### config.mk
export PLATFORM = sky130hd
export DESIGN_NAME = ibex_rf_writeback_arbiter
export DESIGN_NICKNAME = d
export VERILOG_FILES = /design/src/rtl/ibex_rf_writeback_arbiter.sv
export SDC_FILE = /design/constraint.sdc
export NUM_CORES = 1
export LEC_CHECK = 0
export CORE_MARGIN = 2
export CORE_UTILIZATION = 40
export DETAILED_ROUTE_END_ITERATION = 8
export GPL_TIMING_DRIVEN = 0
export MAX_ROUTING_LAYER = met4
export PLACE_DENSITY = 0.69
export REMOVE_ABC_BUFFERS = 1
export SYNTH_ARGS = -nofsm -noshare
export SYNTH_HDL_FRONTEND = slang
export SYNTH_SLANG_ARGS = --single-unit
### constraint.sdc
create_clock -name clk_i -period 2.17 [get_ports clk_i]
set_input_delay 0.217 -clock clk_i [delete_from_list [all_inputs] [get_ports clk_i]]
set_output_delay 0.217 -clock clk_i [all_outputs]
set_load 0.02 [all_outputs]
### src/rtl/ibex_rf_writeback_arbiter.sv
// Merges LSU load responses and EX results into a single registered RF write port.
// EX writes that lose arbitration wait in a small in-order FIFO and are reported to decode as hazards.
module ibex_rf_writeback_arbiter #(
    parameter int unsigned DataWidth = 32,
    parameter bit          RV32E     = 1'b0,
    parameter int unsigned FifoDepth = 2
) (
    input  logic                 clk_i,
    input  logic                 rst_i,
    input  logic                 ex_valid_i,
    input  logic [4:0]           ex_waddr_i,
    input  logic [DataWidth-1:0] ex_wdata_i,
    output logic                 ex_ready_o,
    input  logic                 lsu_valid_i,
    input  logic [4:0]           lsu_waddr_i,
    input  logic [DataWidth-1:0] lsu_wdata_i,
    input  logic [4:0]           raddr_a_i,
    input  logic [4:0]           raddr_b_i,
    output logic                 hazard_a_o,
    output logic                 hazard_b_o,
    output logic                 rf_we_o,
    output logic [4:0]           rf_waddr_o,
    output logic [DataWidth-1:0] rf_wdata_o,
    output logic                 err_o
);

    localparam int unsigned PtrW = (FifoDepth > 1) ? $clog2(FifoDepth) : 1;
    localparam int unsigned CntW = PtrW + 1;
    localparam logic [PtrW-1:0] PtrOne  = PtrW'(1);
    localparam logic [CntW-1:0] CntOne  = CntW'(1);
    localparam logic [CntW-1:0] CntFull = CntW'(FifoDepth);

    logic [4:0]           fifo_addr [FifoDepth];
    logic [DataWidth-1:0] fifo_data [FifoDepth];
    logic [FifoDepth-1:0] fifo_vld;
    logic [PtrW-1:0]      wr_ptr, rd_ptr;
    logic [CntW-1:0]      cnt;

    logic lsu_bad, ex_bad, lsu_ok, ex_acc, ex_ok;
    logic fifo_empty, push, pop, bypass, err_d;

    always_comb begin
        lsu_bad    = RV32E && lsu_waddr_i[4];
        ex_bad     = RV32E && ex_waddr_i[4];
        lsu_ok     = lsu_valid_i && (lsu_waddr_i != 5'd0) && !lsu_bad;
        ex_acc     = ex_valid_i && ex_ready_o;
        ex_ok      = ex_acc && (ex_waddr_i != 5'd0) && !ex_bad;
        fifo_empty = (cnt == '0);
        // A valid LSU response owns the write slot even when it is dropped.
        pop        = !lsu_valid_i && !fifo_empty;
        push       = ex_ok && (lsu_valid_i || !fifo_empty);
        bypass     = ex_ok && !lsu_valid_i && fifo_empty;
        err_d      = (lsu_valid_i && lsu_bad) || (ex_acc && ex_bad);
    end

    assign ex_ready_o = !rst_i && (cnt != CntFull);

    always_ff @(posedge clk_i) begin
        if (rst_i) begin
            wr_ptr     <= '0;
            rd_ptr     <= '0;
            cnt        <= '0;
            fifo_vld   <= '0;
            rf_we_o    <= 1'b0;
            rf_waddr_o <= 5'd0;
            rf_wdata_o <= '0;
            err_o      <= 1'b0;
        end else begin
            err_o <= err_d;
            if (push) begin
                fifo_vld[wr_ptr] <= 1'b1;
                wr_ptr           <= wr_ptr + PtrOne;
            end
            if (pop) begin
                fifo_vld[rd_ptr] <= 1'b0;
                rd_ptr           <= rd_ptr + PtrOne;
            end
            if (push && !pop) begin
                cnt <= cnt + CntOne;
            end else if (pop && !push) begin
                cnt <= cnt - CntOne;
            end

            rf_we_o <= 1'b0;
            if (lsu_valid_i) begin
                if (lsu_ok) begin
                    rf_we_o    <= 1'b1;
                    rf_waddr_o <= lsu_waddr_i;
                    rf_wdata_o <= lsu_wdata_i;
                end
            end else if (!fifo_empty) begin
                rf_we_o    <= 1'b1;
                rf_waddr_o <= fifo_addr[rd_ptr];
                rf_wdata_o <= fifo_data[rd_ptr];
            end else if (bypass) begin
                rf_we_o    <= 1'b1;
                rf_waddr_o <= ex_waddr_i;
                rf_wdata_o <= ex_wdata_i;
            end
        end
    end

    // Payload storage needs no reset; occupancy is tracked by fifo_vld and cnt.
    always_ff @(posedge clk_i) begin
        if (!rst_i && push) begin
            fifo_addr[wr_ptr] <= ex_waddr_i;
            fifo_data[wr_ptr] <= ex_wdata_i;
        end
    end

    always_comb begin
        hazard_a_o = 1'b0;
        hazard_b_o = 1'b0;
        if (rf_we_o && (rf_waddr_o == raddr_a_i)) hazard_a_o = 1'b1;
        if (rf_we_o && (rf_waddr_o == raddr_b_i)) hazard_b_o = 1'b1;
        for (int i = 0; i < FifoDepth; i++) begin
            if (fifo_vld[i] && (fifo_addr[i] == raddr_a_i)) hazard_a_o = 1'b1;
            if (fifo_vld[i] && (fifo_addr[i] == raddr_b_i)) hazard_b_o = 1'b1;
        end
        if (raddr_a_i == 5'd0) hazard_a_o = 1'b0;
        if (raddr_b_i == 5'd0) hazard_b_o = 1'b0;
    end

endmodule

## Word level (Yosys, flattened, before mapping)

Memories as Yosys holds them, arrays and structs flattened. A register that Yosys moved wholly into a read port is not among the register bits.
Cells that the tools add are included.

| storage, ports and cells | value |
|---|---|
| logic and storage cells | 96 |
| output and inout bits | 42 |
| bits in read-only memories | 0 |
| memories | 2 |
| input port bits | 88 |
| bits in latches | 0 |
| bits in writable memories | 74 |
| register bits after elaboration | 44 |

Memories:

| memory | depth | width | read ports | clocked after memory_dff | wr ports | line | RTL |
|---|---|---|---|---|---|---|---|
| fifo_data | 2 | 32 | 1 | 1 | 1 | 34 | `logic [DataWidth-1:0] fifo_data [FifoDepth];` |
| fifo_addr | 2 | 5 | 3 | 1 | 1 | 33 | `logic [4:0] fifo_addr [FifoDepth];` |

| cells by class | value |
|---|---|
| magnitude comparators | 4 |
| eq/ne operators | 9 |
| add/sub/neg operators | 4 |
| multipliers | 0 |
| shifts and indexed selects | 0 |
| div/mod/pow operators | 0 |
| reductions and logical operators | 32 |
| bitwise gates (word level) | 3 |
| mux-type cells | 35 |

Operator list:

| cell | number |
|---|---|
| $mux W32 | 4 |
| $eq A5 B5 Y1 | 6 |
| $mux W1 | 20 |
| $mux W5 | 4 |
| $logic_and A1 B1 Y1 | 19 |
| $logic_not A5 Y1 | 2 |
| $mux W2 | 5 |
| $reduce_bool A5 Y1 | 2 |
| $logic_not A1 Y1 | 5 |
| $lt A1 B2 Y1 const B | 2 |
| $ne A3 B2 Y1 const B | 1 |
| $add A1 B1 Y1 const B | 2 |
| $add A2 B1 Y2 const B | 1 |
| $and A2 B2 Y2 | 1 |
| $demux W1 S1 | 2 |
| $ge A1 B1 Y1 const B | 2 |
| $logic_not A2 Y1 | 1 |
| $ne A2 B1 Y1 const B | 1 |
| $ne A2 B2 Y1 const B | 1 |
| $not A2 Y2 | 1 |
| $or A2 B2 Y2 | 1 |
| $reduce_and A2 Y1 | 1 |
| $reduce_bool A2 Y1 | 1 |
| $sub A2 B1 Y2 const B | 1 |
| $logic_or A1 B1 Y1 | 1 |

## Logic depth before layout (Yosys ltp)

| logic depth | value |
|---|---|
| depth after elaboration | 9 |
| depth in mapped cells | 8 |
| mapped depth without buffers | 5 |

## Least setup slack after synthesis

OpenSTA, ideal clock, no wires.

| timing | value |
|---|---|
| path type | reg2reg |
| start point | reg cnt[1] |
| end point | mem fifo_addr[0][0], enable pin |
| stages on the path, launching flop included | 5 |
| library setup time | 0.400 ns |
| buffers on the path | 1 |
| period minus slack after synthesis | 2.219 ns |
| arrival | 1.820 ns |
| setup slack | -0.049 ns |
| data required time | 1.770 ns |
| cells stage by stage | dfxtp_1 > buf_2 > nor2b_1 > nor3_1 > and3b_1 |

| between the ends | value |
|---|---|
| longest elaborated chain between the ends | 8 |
| elaborated cells on any way between the ends | 11 |
| classes of those cells | eq/ne (1); mux (2); reduce/logical (8) |

RTL lines:

| what | line | RTL |
|---|---|---|
| from (decl) | 37 | `logic [CntW-1:0] cnt;` |
| from (signal assigned) | 79 | `cnt <= cnt + CntOne;` |
| from (signal assigned) | 81 | `cnt <= cnt - CntOne;` |
| $ne A2 B2 Y1 | 56 | `assign ex_ready_o = !rst_i && (cnt != CntFull);` |
| $logic_and A1 B1 Y1 | 56 |  |
| $logic_and A1 B1 Y1 | 46 | `ex_acc = ex_valid_i && ex_ready_o;` |
| $logic_and A1 B1 Y1 | 47 | `ex_ok = ex_acc && (ex_waddr_i != 5'd0) && !ex_bad;` |
| $logic_and A1 B1 Y1 (*) | 51 | `push = ex_ok && (lsu_valid_i \|\| !fifo_empty);` |
| $logic_and A1 B1 Y1 (*) | 105 | `if (!rst_i && push) begin` |
| $mux W1 (*) | 105 |  |
| $mux W1 (implied by the code) (*) | 106 | `fifo_addr[wr_ptr] <= ex_waddr_i;` |
| to (decl) | 33 |  |

Every way passes the cells marked *; elsewhere a longest branch is shown, timed or not.

## Worst setup path after layout

| timing | value |
|---|---|
| start point | in ex_waddr_i[2] |
| end point | reg fifo_vld[1] |

| between the ends | value |
|---|---|
| longest elaborated chain between the ends | 7 |

RTL lines:

| what | line | RTL |
|---|---|---|
| from (decl) | 11 | `input logic [4:0] ex_waddr_i,` |
| $reduce_bool A5 Y1 (*) | 47 |  |
| $logic_and A1 B1 Y1 (*) | 47 |  |
| $logic_and A1 B1 Y1 (*) | 51 |  |
| $mux W2 (*) | 70 | `if (push) begin` |
| $mux W2 (*) | 59 | `if (rst_i) begin` |
| $and A2 B2 Y2 (no line) | -- |  |
| $mux W2 (*) | 74 | `if (pop) begin` |
| to (signal assigned) | 63 | `fifo_vld <= '0;` |
| to (signal, indexed assignment) | 71 | `fifo_vld[wr_ptr] <= 1'b1;` |
| to (signal, indexed assignment) | 75 | `fifo_vld[rd_ptr] <= 1'b0;` |
| to (decl) | 35 | `logic [FifoDepth-1:0] fifo_vld;` |

Every way passes the cells marked *; elsewhere a longest branch is shown, timed or not. The select of a mux whose other input is x is not followed.
A chain may end at the register's enable or synchronous reset.

==> results.toml <==
[status]
run_status = "completed"

[floorplanning]
dieHeight_um = 123.2
start_util_pct = 40.93
core_sq_mm = 0.01388
die_x_um = 123.2
num_rows = 43
die_area_sq_mm = 0.01517
io_pins = 130

[worst_setup_path]
endpoint_kind = "flop"
reg2reg_slack_ns = 0.21
regToRegStartpoint = "cnt[1]$_SDFFE_PP0P_"
crit_buf_inv = 2
crit_chain = "clkdlybuf4s50_1 -> or4_4 -> o21ai_0 -> nor3_1 -> and3_4 -> buf_16 -> o21a_1"
rr_worst_depth = 4
r2r-end = "fifo_data[0][24]$_DFFE_PP_"
arrival_ns = 2.37
path_class = "input pin to flop"
startpoint_type = "input pin"
cp_slowest_cell = "or4_4"
cpPeakStageDelay_ns = 0.58
critPathTopFamily = "simple AND/OR/NAND/NOR gates"
required_ns = 2.47
cp_max_fo = 20

[global_route]
grt-busiest-layer = "met2"
grt_use_met3_pct = 4.566
grt_pass1_vias = 4377
use_met1_pct = 25.01
antenna_found_initial = 0
grt_max_degree = 85
grt_pass1_wl_mm = 22.77
grt-ovfl-total = 0
use_met2_pct = 32.66
grt_usage_pct = 20.23

[finish]
final_layout_size_suffix_gt1_share_pct = 18.47
final_util_pct = 56.13
final_nets = 677
num_antenna_cells = 0
design_area_sq_mm = 0.007791
synthToLayoutAreaGrowth_pct = 37.13
final_cells = 781
fillCellCount = 1132

[drt]
dr.pass1.iters = 5
antenna_left = 0
vias = 4349
wl_per_cell_um = 18.93
drc = 0
drt-total-wl_mm = 14.78
vias_per_cell = 5.569
drtIter0Drc = 315

[pwr]
power.total_mw = 6.699
peakVddDrop_uv = 493.1
p_leak_nw = 2.580
p_per_area_mw_per_mm2 = 859.9

[timing]
fmax_mhz = 481.7
whs_ns = 0.3032
period_minus_slack_ns = 2.076
period_share_pct = 95.68
finalMaxSlewViolations = 0
rsz0062_at_grt = "false"
skew_ns = 0.01092
slew_headroom_pct = 42.72
worst_pin_slew_ns = 0.8592
finalSetupViolCount = 0
timing.final.hold_violations = 0

[yosys]
post-synth-top-count-cell = "edfxtp_1"
yosys.area.top_type_share_pct = 39.11
synth-seq-cells = 119
synth_largest_area_cell = "edfxtp_1"
synth_cells = 472
synth.cell_area_sq_mm = 0.005682
synth_warnings = 0
synth.area.top_cells = "edfxtp_1, dfxtp_1, mux2i_1, a2111oi_0, a211oi_1"
seq_area_frac_synth_pct = 54.97
synthArstFlopShare_pct = 0
synth_edf_count = 74
syn_avg_cell_area_sq_um = 12.04
yosysUniqueCellTypes = 36
synth_top_cells_by_count = "edfxtp_1, dfxtp_1, nor2_1"
synth_flop_cell = "edfxtp_1"

[clocking]
htreeDepth = 4
cts-root-buf = "clkbuf_16"
cts.sinks = 119
path_clk_slew_ns = 0.05
clk_latency_ns = 0.41
clk_path_buf_depth = 2
cts_made_buffers = 17
cts_tree = "built"

[min_path]
min_from = "rst_i"
min_path_type = "input pin to flop"
min_to = "rf_wdata_o[3]$_SDFFE_PP0P_"
hold_depth = 2

[placement]
port_buffers = 128
gp_congestion = 0.8674
dpl_cell_area_sq_mm = 0.007103
dp_hpwl_mm = 9.194
dp_cells = 744

[run]
max_cap_viol_count = 0
[logic make-up (layout without fill, tap and decap cells)]
family | after synthesis | after routing | share of synthesized area, %
buf+inv | 44 | 172 | 4.360
other cells | 1 | 1 | 0.06600
simple gates | 112 | 113 | 11.34
mux | 37 | 37 | 6.518
xor+xnor | 33 | 33 | 5.087
compound gates | 126 | 126 | 17.66
flops | 119 | 119 | 54.97
[report_power, final]
part           total (mW)  internal [mW]  switching, mW
Combinational        1.14          0.552          0.593
Sequential           2.66           2.55          0.107
Clock                2.90           1.94          0.955
[how the worst max path moves through the flow]
stage          slack, ns                           to                      start  cells after the start
6_report            0.09       fifo_vld[1]$_SDFF_PP0_              ex_waddr_i[2]                      7
2_1_floorplan      -0.20   rf_waddr_o[0]$_SDFFE_PP0P_                       flop                      4
3_5_place_dp       -0.61   rf_wdata_o[8]$_SDFFE_PP0P_             lsu_waddr_i[0]                      5
3_3_place_gp       -3.79  rf_wdata_o[28]$_SDFFE_PP0P_                lsu_valid_i                      4
4_1_cts            0.009                   hazard_b_o  fifo_addr[0][1]$_DFFE_PP_                      5
5_1_grt             0.02                   ex_ready_o        cnt[1]$_SDFFE_PP0P_                      3
[placed cells by master (no fill, tap or decap), drive strengths merged, types with 3 or more instances in the layout]
cell,count
edfxtp,74
a21oi,43
xor2,24
or4,3
dfxtp,45
o21a,3
bufinv,3
mux2i,37
buf,17
a211oi,38
a2111oi,37
clkinv,3
clkdlybuf4s50,124
and3,4
nor3,41
xnor2,9
nor4,8
nor2,46
clkbuf,23
[through the flow]
step           TNS, ns  setup slack, ns
3_3_place_gp   -379.26           -3.791
6_report             0          0.09385
4_1_cts              0         0.009306
5_1_grt              0          0.01691
2_1_floorplan   -6.033          -0.1965
3_5_place_dp    -43.16          -0.6062
[what timing repair did]
action,4_1_cts,5_1_grt
setup endpoints to repair,40,50
pin swaps,1,5
hold buffers,0,0
buffers inserted,0,5
resized for setup,9,11
gates cloned,0,1
[final cells by class]
cell class,count,area [sq um],share of cell area [%]
clock inverters,8,118.9,1.526
multi-input cells,310,2360,30.29
flip-flops and latches,119,3131,40.18
clock buffers,23,498.0,6.392
repair buffers,141,1459,18.72
well taps,180,225.2,2.891
[metal layers]
metal  wire length (um)  part of all wire, %
met5                  0                    0
met4                223                  1.5
met3                985                  6.7
met2               7064                   48
met1               6509                   44
[sequential cells by signal (all words and copies together) (netlist names), named ones only]
name,cells
cnt,2
fifo_addr,10
fifo_data,64
fifo_vld,2
rd_ptr,1
rf_waddr_o,5
rf_wdata_o,32
rf_we_o,1
wr_ptr,1
(Power assumes the default switching activity.)
